[src/rtl/seq_pkg.sv]
// Shared definitions for the serial pattern transmitter and the sequence
// detectors it drives.
//   ST_IDLE / ST_SHIFT / ST_PAR : state encodings
//   tx_state_e                  : FSM state type built on those encodings
//   PAT_1011                    : common detector/stimulus pattern
package seq_pkg;

  localparam logic [1:0] ST_IDLE  = 2'd0;
  localparam logic [1:0] ST_SHIFT = 2'd1;
  localparam logic [1:0] ST_PAR   = 2'd2;

  typedef enum logic [1:0] {
    S_IDLE  = ST_IDLE,
    S_SHIFT = ST_SHIFT,
    S_PAR   = ST_PAR
  } tx_state_e;

  localparam logic [3:0] PAT_1011 = 4'b1011;

endpackage

[src/rtl/pattern_serial_tx_bit_counter.sv]
// tx_bit_counter: loadable down-counter with zero flag.
// The next-state value is exported so the owner can register outputs that
// depend on the value the counter is about to take.
// Ports:
//   clk, rst   clock, asynchronous active-high reset
//   load       load load_val (priority over dec)
//   load_val   value to load
//   dec        decrement by one (saturates at zero)
//   count_nxt  value the counter takes at the next edge
//   zero       current count is zero
module tx_bit_counter #(
  parameter int W = 2
) (
  input  logic         clk,
  input  logic         rst,
  input  logic         load,
  input  logic [W-1:0] load_val,
  input  logic         dec,
  output logic [W-1:0] count_nxt,
  output logic         zero
);

  logic [W-1:0] count_r;

  // Next count: load wins over decrement, decrement stops at zero
  always_comb begin
    count_nxt = count_r;
    if (load) begin
      count_nxt = load_val;
    end else if (dec && (count_r != '0)) begin
      count_nxt = count_r - W'(1'b1);
    end else begin
      count_nxt = count_r;
    end
  end

  // Count register
  always_ff @(posedge clk or posedge rst) begin
    if (rst) begin
      count_r <= '0;
    end else begin
      count_r <= count_nxt;
    end
  end

  assign zero = (count_r == '0);

endmodule

[src/rtl/pattern_serial_tx.sv]
// pattern_serial_tx: accepts a DATA_W-bit word over a valid/ready port and
// shifts it out MSB-first on a registered bit line, sending the frame
// load_repeat+1 times back-to-back.
// Build option: define SEQ_TX_PARITY_EN to append an even-parity bit to
// every frame (frame_done/all_done then pulse on the parity bit).
// Ports:
//   clk, rst     clock, asynchronous active-high reset
//   load_valid   load request
//   load_ready   load can be accepted (combinational)
//   load_data    frame pattern, MSB first
//   load_repeat  extra repetitions (0 = one frame)
//   abort        synchronous abort
//   dout         serial bit (registered)
//   dout_valid   dout carries a frame bit (registered)
//   busy         transmission in progress
//   frame_done   pulse with the last bit of each frame
//   all_done     pulse with the last bit of the last frame
module pattern_serial_tx
  import seq_pkg::*;
#(
  parameter int   DATA_W   = 4,
  parameter int   REPEAT_W = 4,
  parameter logic IDLE_BIT = 1'b0
) (
  input  logic                clk,
  input  logic                rst,
  input  logic                load_valid,
  output logic                load_ready,
  input  logic [DATA_W-1:0]   load_data,
  input  logic [REPEAT_W-1:0] load_repeat,
  input  logic                abort,
  output logic                dout,
  output logic                dout_valid,
  output logic                busy,
  output logic                frame_done,
  output logic                all_done
);

  localparam int CNT_W = $clog2(DATA_W);
  localparam logic [CNT_W-1:0] CNT_TOP = CNT_W'(DATA_W - 1);

`ifdef SEQ_TX_PARITY_EN
  // Even-parity bit of a frame word
  function automatic logic even_parity(input logic [DATA_W-1:0] v);
    return ^v;
  endfunction
`endif

  tx_state_e           state_r;
  tx_state_e           state_s;
  logic [DATA_W-1:0]   shadow_r;
  logic [DATA_W-1:0]   shadow_s;
  logic                accept_s;
  logic                cnt_load_s;
  logic                cnt_dec_s;
  logic [CNT_W-1:0]    cnt_nxt_s;
  logic                cnt_zero_s;
  logic                rep_load_s;
  logic                rep_dec_s;
  logic [REPEAT_W-1:0] rep_nxt_s;
  logic                rep_zero_s;
  logic                dout_s;
  logic                dout_valid_s;
  logic                frame_done_s;
  logic                all_done_s;

  assign load_ready = (state_r == S_IDLE) && !abort && !rst;
  assign accept_s   = load_valid && load_ready;
  assign busy       = (state_r != S_IDLE);

  // Bit position within the frame
  tx_bit_counter #(.W(CNT_W)) u_bit_cnt (
    .clk       (clk),
    .rst       (rst),
    .load      (cnt_load_s),
    .load_val  (CNT_TOP),
    .dec       (cnt_dec_s),
    .count_nxt (cnt_nxt_s),
    .zero      (cnt_zero_s)
  );

  // Frames still to send after the current one
  tx_bit_counter #(.W(REPEAT_W)) u_rep_cnt (
    .clk       (clk),
    .rst       (rst),
    .load      (rep_load_s),
    .load_val  (load_repeat),
    .dec       (rep_dec_s),
    .count_nxt (rep_nxt_s),
    .zero      (rep_zero_s)
  );

  // Next-state logic and counter control
  always_comb begin
    state_s    = state_r;
    shadow_s   = shadow_r;
    cnt_load_s = 1'b0;
    cnt_dec_s  = 1'b0;
    rep_load_s = 1'b0;
    rep_dec_s  = 1'b0;
    if (abort) begin
      state_s = S_IDLE;
    end else begin
      case (state_r)
        S_IDLE: begin
          if (accept_s) begin
            state_s    = S_SHIFT;
            shadow_s   = load_data;
            cnt_load_s = 1'b1;
            rep_load_s = 1'b1;
          end else begin
            state_s = S_IDLE;
          end
        end
        S_SHIFT: begin
          if (!cnt_zero_s) begin
            cnt_dec_s = 1'b1;
          end else begin
`ifdef SEQ_TX_PARITY_EN
            state_s = S_PAR;
`else
            // Next frame starts on the very next cycle, no gap bit
            if (!rep_zero_s) begin
              rep_dec_s  = 1'b1;
              cnt_load_s = 1'b1;
            end else begin
              state_s = S_IDLE;
            end
`endif
          end
        end
`ifdef SEQ_TX_PARITY_EN
        S_PAR: begin
          if (!rep_zero_s) begin
            rep_dec_s  = 1'b1;
            cnt_load_s = 1'b1;
            state_s    = S_SHIFT;
          end else begin
            state_s = S_IDLE;
          end
        end
`endif
        default: begin
          state_s = S_IDLE;
        end
      endcase
    end
  end

  // Output values for the cycle that follows the next edge, so that the
  // bit line and pulses come straight from flops
  always_comb begin
    dout_s       = IDLE_BIT;
    dout_valid_s = 1'b0;
    frame_done_s = 1'b0;
    all_done_s   = 1'b0;
    case (state_s)
      S_SHIFT: begin
        dout_s       = shadow_s[cnt_nxt_s];
        dout_valid_s = 1'b1;
`ifndef SEQ_TX_PARITY_EN
        frame_done_s = (cnt_nxt_s == '0);
        all_done_s   = (cnt_nxt_s == '0) && (rep_nxt_s == '0);
`endif
      end
`ifdef SEQ_TX_PARITY_EN
      S_PAR: begin
        dout_s       = even_parity(shadow_s);
        dout_valid_s = 1'b1;
        frame_done_s = 1'b1;
        all_done_s   = (rep_nxt_s == '0);
      end
`endif
      default: begin
        dout_s       = IDLE_BIT;
        dout_valid_s = 1'b0;
      end
    endcase
  end

  // State, shadow word and registered outputs
  always_ff @(posedge clk or posedge rst) begin
    if (rst) begin
      state_r    <= S_IDLE;
      shadow_r   <= '0;
      dout       <= IDLE_BIT;
      dout_valid <= 1'b0;
      frame_done <= 1'b0;
      all_done   <= 1'b0;
    end else begin
      state_r    <= state_s;
      shadow_r   <= shadow_s;
      dout       <= dout_s;
      dout_valid <= dout_valid_s;
      frame_done <= frame_done_s;
      all_done   <= all_done_s;
    end
  end

endmodule

[config.mk]
export PLATFORM = sky130hd
export DESIGN_NAME = pattern_serial_tx
export DESIGN_NICKNAME = d
export VERILOG_FILES = /design/src/rtl/seq_pkg.sv /design/src/rtl/pattern_serial_tx_bit_counter.sv /design/src/rtl/pattern_serial_tx.sv
export SDC_FILE = /design/constraint.sdc
export NUM_CORES = 1
export LEC_CHECK = 0
export ABC_AREA = 1
export BUFFER_PORTS_ARGS = -buffer_cell sky130_fd_sc_hd__buf_2
export CAP_MARGIN = 10
export CORE_AREA = 2 2 44 46
export DETAILED_ROUTE_END_ITERATION = 16
export DIE_AREA = 0 0 46 48
export PLACE_DENSITY = 0.79
export RECOVER_POWER = 50
export SLEW_MARGIN = 20
export SYNTH_ARGS = -nofsm -noshare
export SYNTH_HDL_FRONTEND = slang
export SYNTH_HIERARCHICAL = 1
export SYNTH_SLANG_ARGS = --single-unit
[constraint.sdc]
create_clock -name clk -period 3.2 [get_ports clk]
set_input_delay 0.16 -clock clk [delete_from_list [all_inputs] [get_ports clk]]
set_output_delay 0.16 -clock clk [all_outputs]
set_load 0.01 [all_outputs]
# After elaboration in Yosys (flattened, before gate mapping)
# Index checks and enable logic that the tools add are counted.
word_totals:
  elab_cells: 59
  in_bits: 12
  ram_bits: 0
  ff_bits: 16
  mem_bits_ro: 0
  mem_count: 0
  out_inout_bits: 6
  latchBits: 0
classes:
  n_reduce_logical: 16
  n_mul: 0
  mux: 30
  n_lt_le_gt_ge: 1
  n_eq_ne: 2
  n_div: 0
  shifts: 0
  bitwise_logic: 0
  addsub: 2
op_table:
  columns: ["cell", "n"]
  rows:
  - ["4-bit 2-to-1 mux", 5]
  - ["1-bit 2-to-1 mux", 17]
  - ["2-bit 2-to-1 mux", 5]
  - ["4-bit logical NOT", 2]
  - ["1-bit logical AND", 6]
  - ["2-bit logical NOT", 3]
  - ["2-bit by 1-bit equality test with 1-bit output (second input constant)", 2]
  - ["2-bit one-hot mux with 2 select lines", 1]
  - ["2-bit nonzero test", 2]
  - ["4-bit nonzero test", 1]
  - ["4-bit by 1-bit subtractor with 4-bit output (second input constant)", 1]
  - ["2-bit by 3-bit less-than comparator with 1-bit output (second input constant)", 1]
  - ["1-bit binary-select mux with 2-bit select", 1]
  - ["1-bit logical NOT", 2]
  - ["1-bit one-hot mux with 2 select lines", 1]
  - ["2-bit by 1-bit subtractor with 2-bit output (second input constant)", 1]

# Longest topological paths before layout
# Gate-level depths: netlist of run 1.
logic_depth:
  depth_word: 11
  depth_mapped: 15
  ltp_nobuf: 15

# Modules after synthesis
# The synthesis of run 1 kept the hierarchy.
modules_own_cells:
  columns: ["mod", "cells_per_inst", "instances", "seq_area_each_um2", "area_per_inst_um2"]
  rows:
  - ["pattern_serial_tx", 63, 1, 250.2, 535.5]
  - ["tx_bit_counter at u_rep_cnt", 38, 1, 100.1, 277.8]
  - ["tx_bit_counter at u_bit_cnt", 19, 1, 50.0, 127.6]

# Least setup slack after synthesis of run 1
# Ideal clock, no wire load.
synth_timing:
  kind: "register to register"
  start: "register u_rep_cnt.count_r[0]"
  end: "register all_done"
  synth_period_minus_slack_ns: 2.039
  arrival_time_ns: 1.972
  path_stages_with_launch: 14
  setup_time_ns: 0.067
  required_ns: 3.133
  path_buffers: 0
  path_slack_ns: 1.161
  path_cell_list: "dfrtp_1 > inv_1 > ha_1 > nand3_4 > inv_1 > nand3b_1 > nor2_1 > nand2_4 > nand2_2 > o21ai_2 > nand2_1 > nand2_1 > nor4_1 > and3_1"
synth_via:
  elab_chain_len: 11
  word_cells_on_any_way: 22
  cone_classes: "1 x add/sub; 1 x eq/ne; 14 x mux; 6 x reduce/logical"
synth_rtl:
  columns: ["item", "line", "rtl"]
  rows:
  - ["from (decl)", "pattern_serial_tx_bit_counter.sv:23", "logic [W-1:0] count_r;"]
  - ["from (signal assigned)", "pattern_serial_tx_bit_counter.sv:42", "count_r <= count_nxt;"]
  - ["4-bit logical NOT", "pattern_serial_tx_bit_counter.sv:46", "assign zero = (count_r == '0);"]
  - ["via rep_zero_s", "pattern_serial_tx.sv:61", "logic rep_zero_s;"]
  - ["1-bit 2-to-1 mux", "pattern_serial_tx.sv:123", "if (!rep_zero_s) begin"]
  - ["1-bit 2-to-1 mux", "pattern_serial_tx.sv:116", "if (!cnt_zero_s) begin"]
  - ["1-bit 2-to-1 mux", "pattern_serial_tx.sv:104", "case (state_r)"]
  - ["1-bit 2-to-1 mux", "pattern_serial_tx.sv:101", "if (abort) begin"]
  - ["via rep_dec_s", "pattern_serial_tx.sv:59", "logic rep_dec_s;"]
  - ["1-bit logical AND", "pattern_serial_tx_bit_counter.sv:30", "end else if (dec && (count_r != '0)) begin"]
  - ["4-bit 2-to-1 mux", "pattern_serial_tx_bit_counter.sv:30", null]
  - ["4-bit 2-to-1 mux", "pattern_serial_tx_bit_counter.sv:28", "if (load) begin"]
  - ["via rep_nxt_s[1]", "pattern_serial_tx.sv:60", "logic [REPEAT_W-1:0] rep_nxt_s;"]
  - ["4-bit logical NOT", "pattern_serial_tx.sv:163", "all_done_s = (cnt_nxt_s == '0) && (rep_nxt_s == '0);"]
  - ["1-bit logical AND", "pattern_serial_tx.sv:163", null]
  - ["1-bit 2-to-1 mux", "pattern_serial_tx.sv:157", "case (state_s)"]
  - ["via all_done_s", "pattern_serial_tx.sv:65", "logic all_done_s;"]
  - ["to (signal assigned)", "pattern_serial_tx.sv:196", "all_done <= all_done_s;"]
  - ["to (decl)", "pattern_serial_tx.sv:36", "output logic all_done"]
# The timed path passes the listed nets, and every way through them passes these cells.

# Worst setup path in the final report of run 1
layout_timing:
  start: "register u_rep_cnt.count_r[1]"
  end: "register all_done"
# Same word-level chain as after synthesis.

==> flow_metrics.tcl, run 1 <==
set metrics [dict create \
    status "completed" \
    viasPerCell 5.10 \
    syn_area_per_cell_um2 7.84 \
    rsz0062_at_grt "false" \
    gp_congestion 0.813 \
    antenna_found_initial 0 \
    drt_iter0_drc 23 \
    setup_tns_ps 0 \
    reg2regPathDepth 13 \
    path_class "flip-flop to flip-flop" \
    cts-htree-levels 1 \
    whs_path_depth 3 \
    period_needed_ps 2330 \
    cts-root-buf "clkbuf_4" \
    final_nets 158 \
    holdCritPathClass "input port to flip-flop" \
    reg2reg_slack_ps 870 \
    synth_top_area_share 0.426 \
    row_count 15 \
    syn_inst 120 \
    critPathLaunchType "flip-flop" \
    clk_pin_slew_ps 90 \
    layout_commonest_cell "nand2_1" \
    end_kind "flip-flop" \
    drtPass1Iterations 4 \
    final-max-slew-violation-count 0 \
    grt_pass1_wl_um 3260 \
    cp_max_fo 7 \
    cts.sinks 16 \
    io_pins 18 \
    finalHoldViolations 0 \
    die-area_mm2 0.00221 \
    ir_drop_uv 442 \
    yosysSeqAreaShare 0.426 \
    clk_latency_ps 290 \
    p_total_uw 571 \
    cts_made_buffers 3 \
    portBuffers 17 \
    p_leak_uw 0.000606 \
    cts_tree "done" \
    ant_nets 0 \
    cts.path.max_buffers 2 \
    placedCellCount 155 \
    cap_violations 0 \
    grt_max_degree 11 \
    setup_viol 0 \
    die_w_um 46 \
    min_period_over_period 0.729 \
    coreArea_mm2 0.00169 \
    synth_top_cell_by_area "dfrtp_1" \
    dp_slack_ps 898 \
    grt_pass1_vias 751 \
    most-common-layout-cells "nand2_1, inv_1, dfrtp_1" \
    route.detailed.wl_per_inst_um 11.8 \
    p_per_area_mw_per_mm2 522 \
    finish.utilization 0.647 \
    drive_gt1_frac 0.238 \
    fmax_ghz 0.429 \
    finalWorstSetupSlack_ps 867 \
    gr-total-overflow 0 \
    routed_wl_um 1880 \
    yosysWarnings 6 \
    num_vias 816 \
    skew_ps 0.613 \
    mappedNetlistArea_um2 941 \
    ys_ff_latch 16 \
    stdcell_count 160 \
    drt_drc_violations_left 0 \
    critPathRequiredTime_ps 3440 \
    synth.area.top_cells "dfrtp_1, nand2_1, inv_1" \
    initial_core_util 0.557 \
    ys_types 23 \
    grt_usage 0.218 \
    area.growth.synth_to_final_pct 16.2 \
    dp_hpwl_um 1490 \
    cts_resized 0 \
    cts_setup_buffers 0 \
    diodes 0 \
    die_h_um 48 \
    worst_ep_arrival_time_ps 2570 \
]
-- flip-flops by register name, indices dropped and copies added, names as in the netlist --
register,cells
shadow_r,4
dout_valid,1
u_bit_cnt/count_r,2
frame_done,1
u_rep_cnt/count_r,4
dout,1
all_done,1
state_r,2
-- logic make-up after synthesis --
logic type / count (synthesis) / synth area share
and+or+nand+nor: 73 / 0.420
buffers and inverters: 24 / 0.0957
DFF: 16 / 0.426
AOI/OAI and AO/OA: 3 / 0.0239
adders and majority gates: 2 / 0.0266
other: 2 / 0.00798
-- final cells by class --
cell class / count / area [µm²]
well taps: 17 / 21.3
fillers: 152 / 596
clock buffers: 4 / 36.3
flip-flops and latches: 16 / 400
multi-input cells: 81 / 454
inverters: 24 / 90.1
repair buffers: 18 / 91.3
-- timing repair --
item,4_1_cts,5_1_grt
setup endpoints to repair,0,0
hold buffers,1,0
endpoints found under the hold margin,16,0
-- worst max-delay path: stages, from the launching register on --
cell,delay (ps)
dfrtp_1,380
inv_1,70
ha_1,240
nand3_4,140
inv_1,60
nand3b_1,170
nor2_1,380
nand2_4,110
nand2_2,70
o21ai_2,40
nand2_1,50
nand2_1,80
nor4_1,290
and3_1,180
-- final timing paths --
kind,start,endpoint
worst max-delay path,u_rep_cnt/count_r[1]$_DFF_PP0_,all_done$_DFF_PP0_
worst min-delay path,load_repeat[2],u_rep_cnt/count_r[2]$_DFF_PP0_
worst max register to register,u_rep_cnt/count_r[1]$_DFF_PP0_,all_done$_DFF_PP0_
worst min register to register,shadow_r[2]$_DFF_PP0_,shadow_r[2]$_DFF_PP0_
max in group asynchronous,rst,shadow_r[2]$_DFF_PP0_
min in group asynchronous,rst,u_bit_cnt/count_r[0]$_DFF_PP0_
-- cell usage after synthesis (all sizes together) --
master,number
nor4,1
o21ai,1
ha,2
nand2,33
nor2,8
dfrtp,16
and3,1
nand4,6
nor3,3
or2,1
conb,2
a21oi,2
and2,2
nand3b,1
nand3,17
inv,24
-- per-stage QoR --
step / cell area (µm²) / hold slack (ps)
after floorplan: 945 / -98.8
after global placement: 1050 / 70.7
after detailed placement: 1050 / 75.2
after CTS: 1100 / 115
after global routing: 1090 / 132
final: 1090 / 119
-- metal layers --
metal,GRT usage,share of wire,vias up
li1,-,-,423
met1,0.281,0.47,365
met2,0.342,0.46,23
met3,0.0453,0.048,5
met4,0.126,0.022,0
met5,0,0,-
-- where the power goes --
part / switching [µW] / total, µW / internal (µW)
registers: 17.2 / 251 / 234
logic: 121 / 186 / 65.0
clock network: 64.3 / 134 / 69.4
(Power assumes the default switching activity.)
==> inputs of run 2 (changes only) <==
--- a/config.mk
+++ b/config.mk
@@ -5,13 +5,13 @@
 export SDC_FILE = /design/constraint.sdc
 export NUM_CORES = 1
 export LEC_CHECK = 0
-export ABC_AREA = 1
+export ABC_AREA = 0
 export BUFFER_PORTS_ARGS = -buffer_cell sky130_fd_sc_hd__buf_2
 export CAP_MARGIN = 10
-export CORE_AREA = 2 2 44 46
+export CORE_AREA = 2 2 45 47
 export DETAILED_ROUTE_END_ITERATION = 16
-export DIE_AREA = 0 0 46 48
-export PLACE_DENSITY = 0.79
+export DIE_AREA = 0 0 47 49
+export PLACE_DENSITY = 0.73
 export RECOVER_POWER = 50
 export SLEW_MARGIN = 20
 export SYNTH_ARGS = -nofsm -noshare
==> constraint.sdc (replaced) <==
create_clock -name clk -period 2.2 [get_ports clk]
set_input_delay 0.11 -clock clk [delete_from_list [all_inputs] [get_ports clk]]
set_output_delay 0.11 -clock clk [all_outputs]
set_load 0.01 [all_outputs]
==> flow_metrics.tcl, run 2 <==
set metrics [dict create \
    skew_ps 3.69 \
    viasPerCell 5.13 \
    reg_top3 "shadow_r x4, u_rep_cnt/count_r x4" \
    initial_core_util 0.489 \
    critPathLaunchType "flip-flop" \
    ys_ff_latch 16 \
    cts_tree "done" \
    whs_path_depth 2 \
    ant_nets 0 \
    synth.area.top_cells "dfrtp_1, mux4_1, mux2_2" \
    area.growth.synth_to_final_pct 34.3 \
    critPathLaunch "u_rep_cnt/count_r[1]$_DFF_PP0_" \
    io_pins 18 \
    reg2regPathDepth 9 \
    cp_max_fo 5 \
    yosys-top-cells-count "dfrtp_1, inv_1, nand2_1, mux2_2" \
    worstSetupEndpoint "dout$_DFF_PP0_" \
    finalWorstSetupSlack_ps -46.8 \
    finalHoldViolations 0 \
    gr-total-overflow 0 \
    cts_made_buffers 3 \
    final-max-slew-violation-count 0 \
    regArea_um2 400 \
    grt_max_degree 11 \
    ys.flop_type "dfrtp_1" \
    die_w_um 47 \
    drtPass1Iterations 4 \
    met2_usage 0.297 \
    grt_usage 0.185 \
    setup_viol 1 \
    num_vias 729 \
    p_per_area_mw_per_mm2 811 \
    gp_congestion 0.777 \
    crit-reg2reg-capture "dout$_DFF_PP0_" \
    ir_drop_uv 552 \
    critPathRequiredTime_ps 2380 \
    p_total_uw 981 \
    drt_drc_violations_left 0 \
    cts.path.max_buffers 2 \
    dp_hpwl_um 1420 \
    ys_types 36 \
    ys_async_sr_fraction 1.00 \
    cts-htree-levels 1 \
    holdCritPathClass "input port to flip-flop" \
    dp_slack_ps -46.0 \
    cts-root-buf "clkbuf_4" \
    route.detailed.wl_per_inst_um 12.8 \
    synth_edf_count 0 \
    rsz0062_at_grt "true" \
    most-common-layout-cells "dfrtp_1, buf_2, buf_4" \
    grt_pass1_wl_um 3140 \
    diodes 0 \
    p_leak_uw 0.000586 \
    grtUsageMet3 0.0222 \
    synth_most_common_cell "dfrtp_1" \
    die-area_mm2 0.00230 \
    yosysWarnings 6 \
    nFillCells 155 \
    status "finished, violations left" \
    row_count 16 \
    antenna_found_initial 0 \
    mappedNetlistArea_um2 901 \
    clk_latency_ps 280 \
    reg2reg_slack_ps -50 \
    path_class "flip-flop to flip-flop" \
    routed_wl_um 1810 \
    cts.sinks 16 \
    setup_tns_ps -46.8 \
    violations "setup timing" \
    layout_commonest_cell "dfrtp_1" \
    grt_pass1_vias 706 \
    portBuffers 17 \
    die_h_um 49 \
    top_usage_layer "met2" \
    fmax_ghz 0.445 \
    yosysSeqAreaShare 0.444 \
    r2r-start "u_rep_cnt/count_r[1]$_DFF_PP0_" \
    clk_pin_slew_ps 100 \
    syn_area_per_cell_um2 11.1 \
    period_needed_ps 2250 \
    coreArea_mm2 0.00184 \
    worst_ep_arrival_time_ps 2430 \
    syn_inst 81 \
    multi_input_area_um2 515 \
    met1_usage 0.263 \
    synth_top_cell_by_area "dfrtp_1" \
    synth_top_area_share 0.444 \
    drt_iter0_drc 8 \
    drive_gt1_frac 0.443 \
    end_kind "flip-flop" \
    final_nets 130 \
    whs_ps 61.6 \
    min_period_over_period 1.02 \
    cap_violations 0 \
]
run 2: cell types whose count changed after synthesis, moves of 3 or more:
| cell | previous run | this run |
|---|---|---|
| a221o_1 | 0 | 3 |
| nand4_1 | 6 | 0 |
| nor3b_1 | 0 | 3 |
| mux2_2 | 0 | 4 |
| inv_2 | 4 | 1 |
| nor2_4 | 3 | 0 |
| nand3_1 | 15 | 0 |
| inv_1 | 20 | 10 |
| nand2_1 | 30 | 5 |
run 2: worst max-delay path, stage by stage, from the launching register on:
cell      delay [ps]
dfrtp_1          370
inv_1             50
ha_2             160
nor3b_4          160
nand3b_1         200
a21boi_4         200
and2b_4          210
a221o_1          350
mux4_1           250
a22o_1           210
run 2: worst min path at each step:
| stage | from | to | slack, ps |
|---|---|---|---|
| floorplan | rst | u_bit_cnt/count_r[0]$_DFF_PP0_ | -150 |
| global placement | rst | u_bit_cnt/count_r[1]$_DFF_PP0_ | 20 |
| detailed placement | rst | u_bit_cnt/count_r[1]$_DFF_PP0_ | 20 |
| CTS | load_repeat[1] | u_rep_cnt/count_r[1]$_DFF_PP0_ | 60 |
| global route | load_data[0] | shadow_r[0]$_DFF_PP0_ | 60 |
| finish | load_data[0] | shadow_r[0]$_DFF_PP0_ | 60 |
run 2: report_power, final:
group          total (µW)  internal (µW)  switching, µW
clock                 196            101           95.7
combinational         383            212            172
sequential            402            354           47.9
total                 981            666            315
run 2: what timing repair did:
item                                    CTS  global route
endpoints found under the setup margin    2             3
pin swaps                                 0             2
gates resized for setup                   0             6
setup buffers                             0             2
hold buffers                              1             0
endpoints found under the hold margin    16             0
run 2: logic make-up after synthesis:
logic type | count (synthesis) | share of synthesized area
and+or+nand+nor | 31 | 0.251
other | 2 | 0.00834
adders and majority gates | 2 | 0.0278
AOI/OAI and AO/OA | 12 | 0.108
buffers and inverters | 12 | 0.0514
muxes | 6 | 0.108
DFF | 16 | 0.444
run 2: layout make-up:
type                    instances  area share
flip-flops and latches         16       0.331
multi-input cells              54       0.426
inverters                      11      0.0341
repair buffers                 30       0.151
clock buffers                   4      0.0300
well taps                      27      0.0279
run 2: routing by layer:
layer  wire (µm)  vias up
li1            -      356
met2         894       18
met4           0        0
met1         842      355
met5           0        -
met3          75        0
run 2: metrics by stage:
| step | utilization | cell area (µm²) | std cells |
|---|---|---|---|
| 2_1_floorplan | - | 925 | 82 |
| 3_3_place_gp | 0.605 | 1110 | 135 |
| 3_5_place_dp | 0.605 | 1110 | 135 |
| 4_1_cts | 0.630 | 1160 | 140 |
| 5_1_grt | 0.657 | 1210 | 142 |
| 6_report | 0.657 | 1210 | 142 |
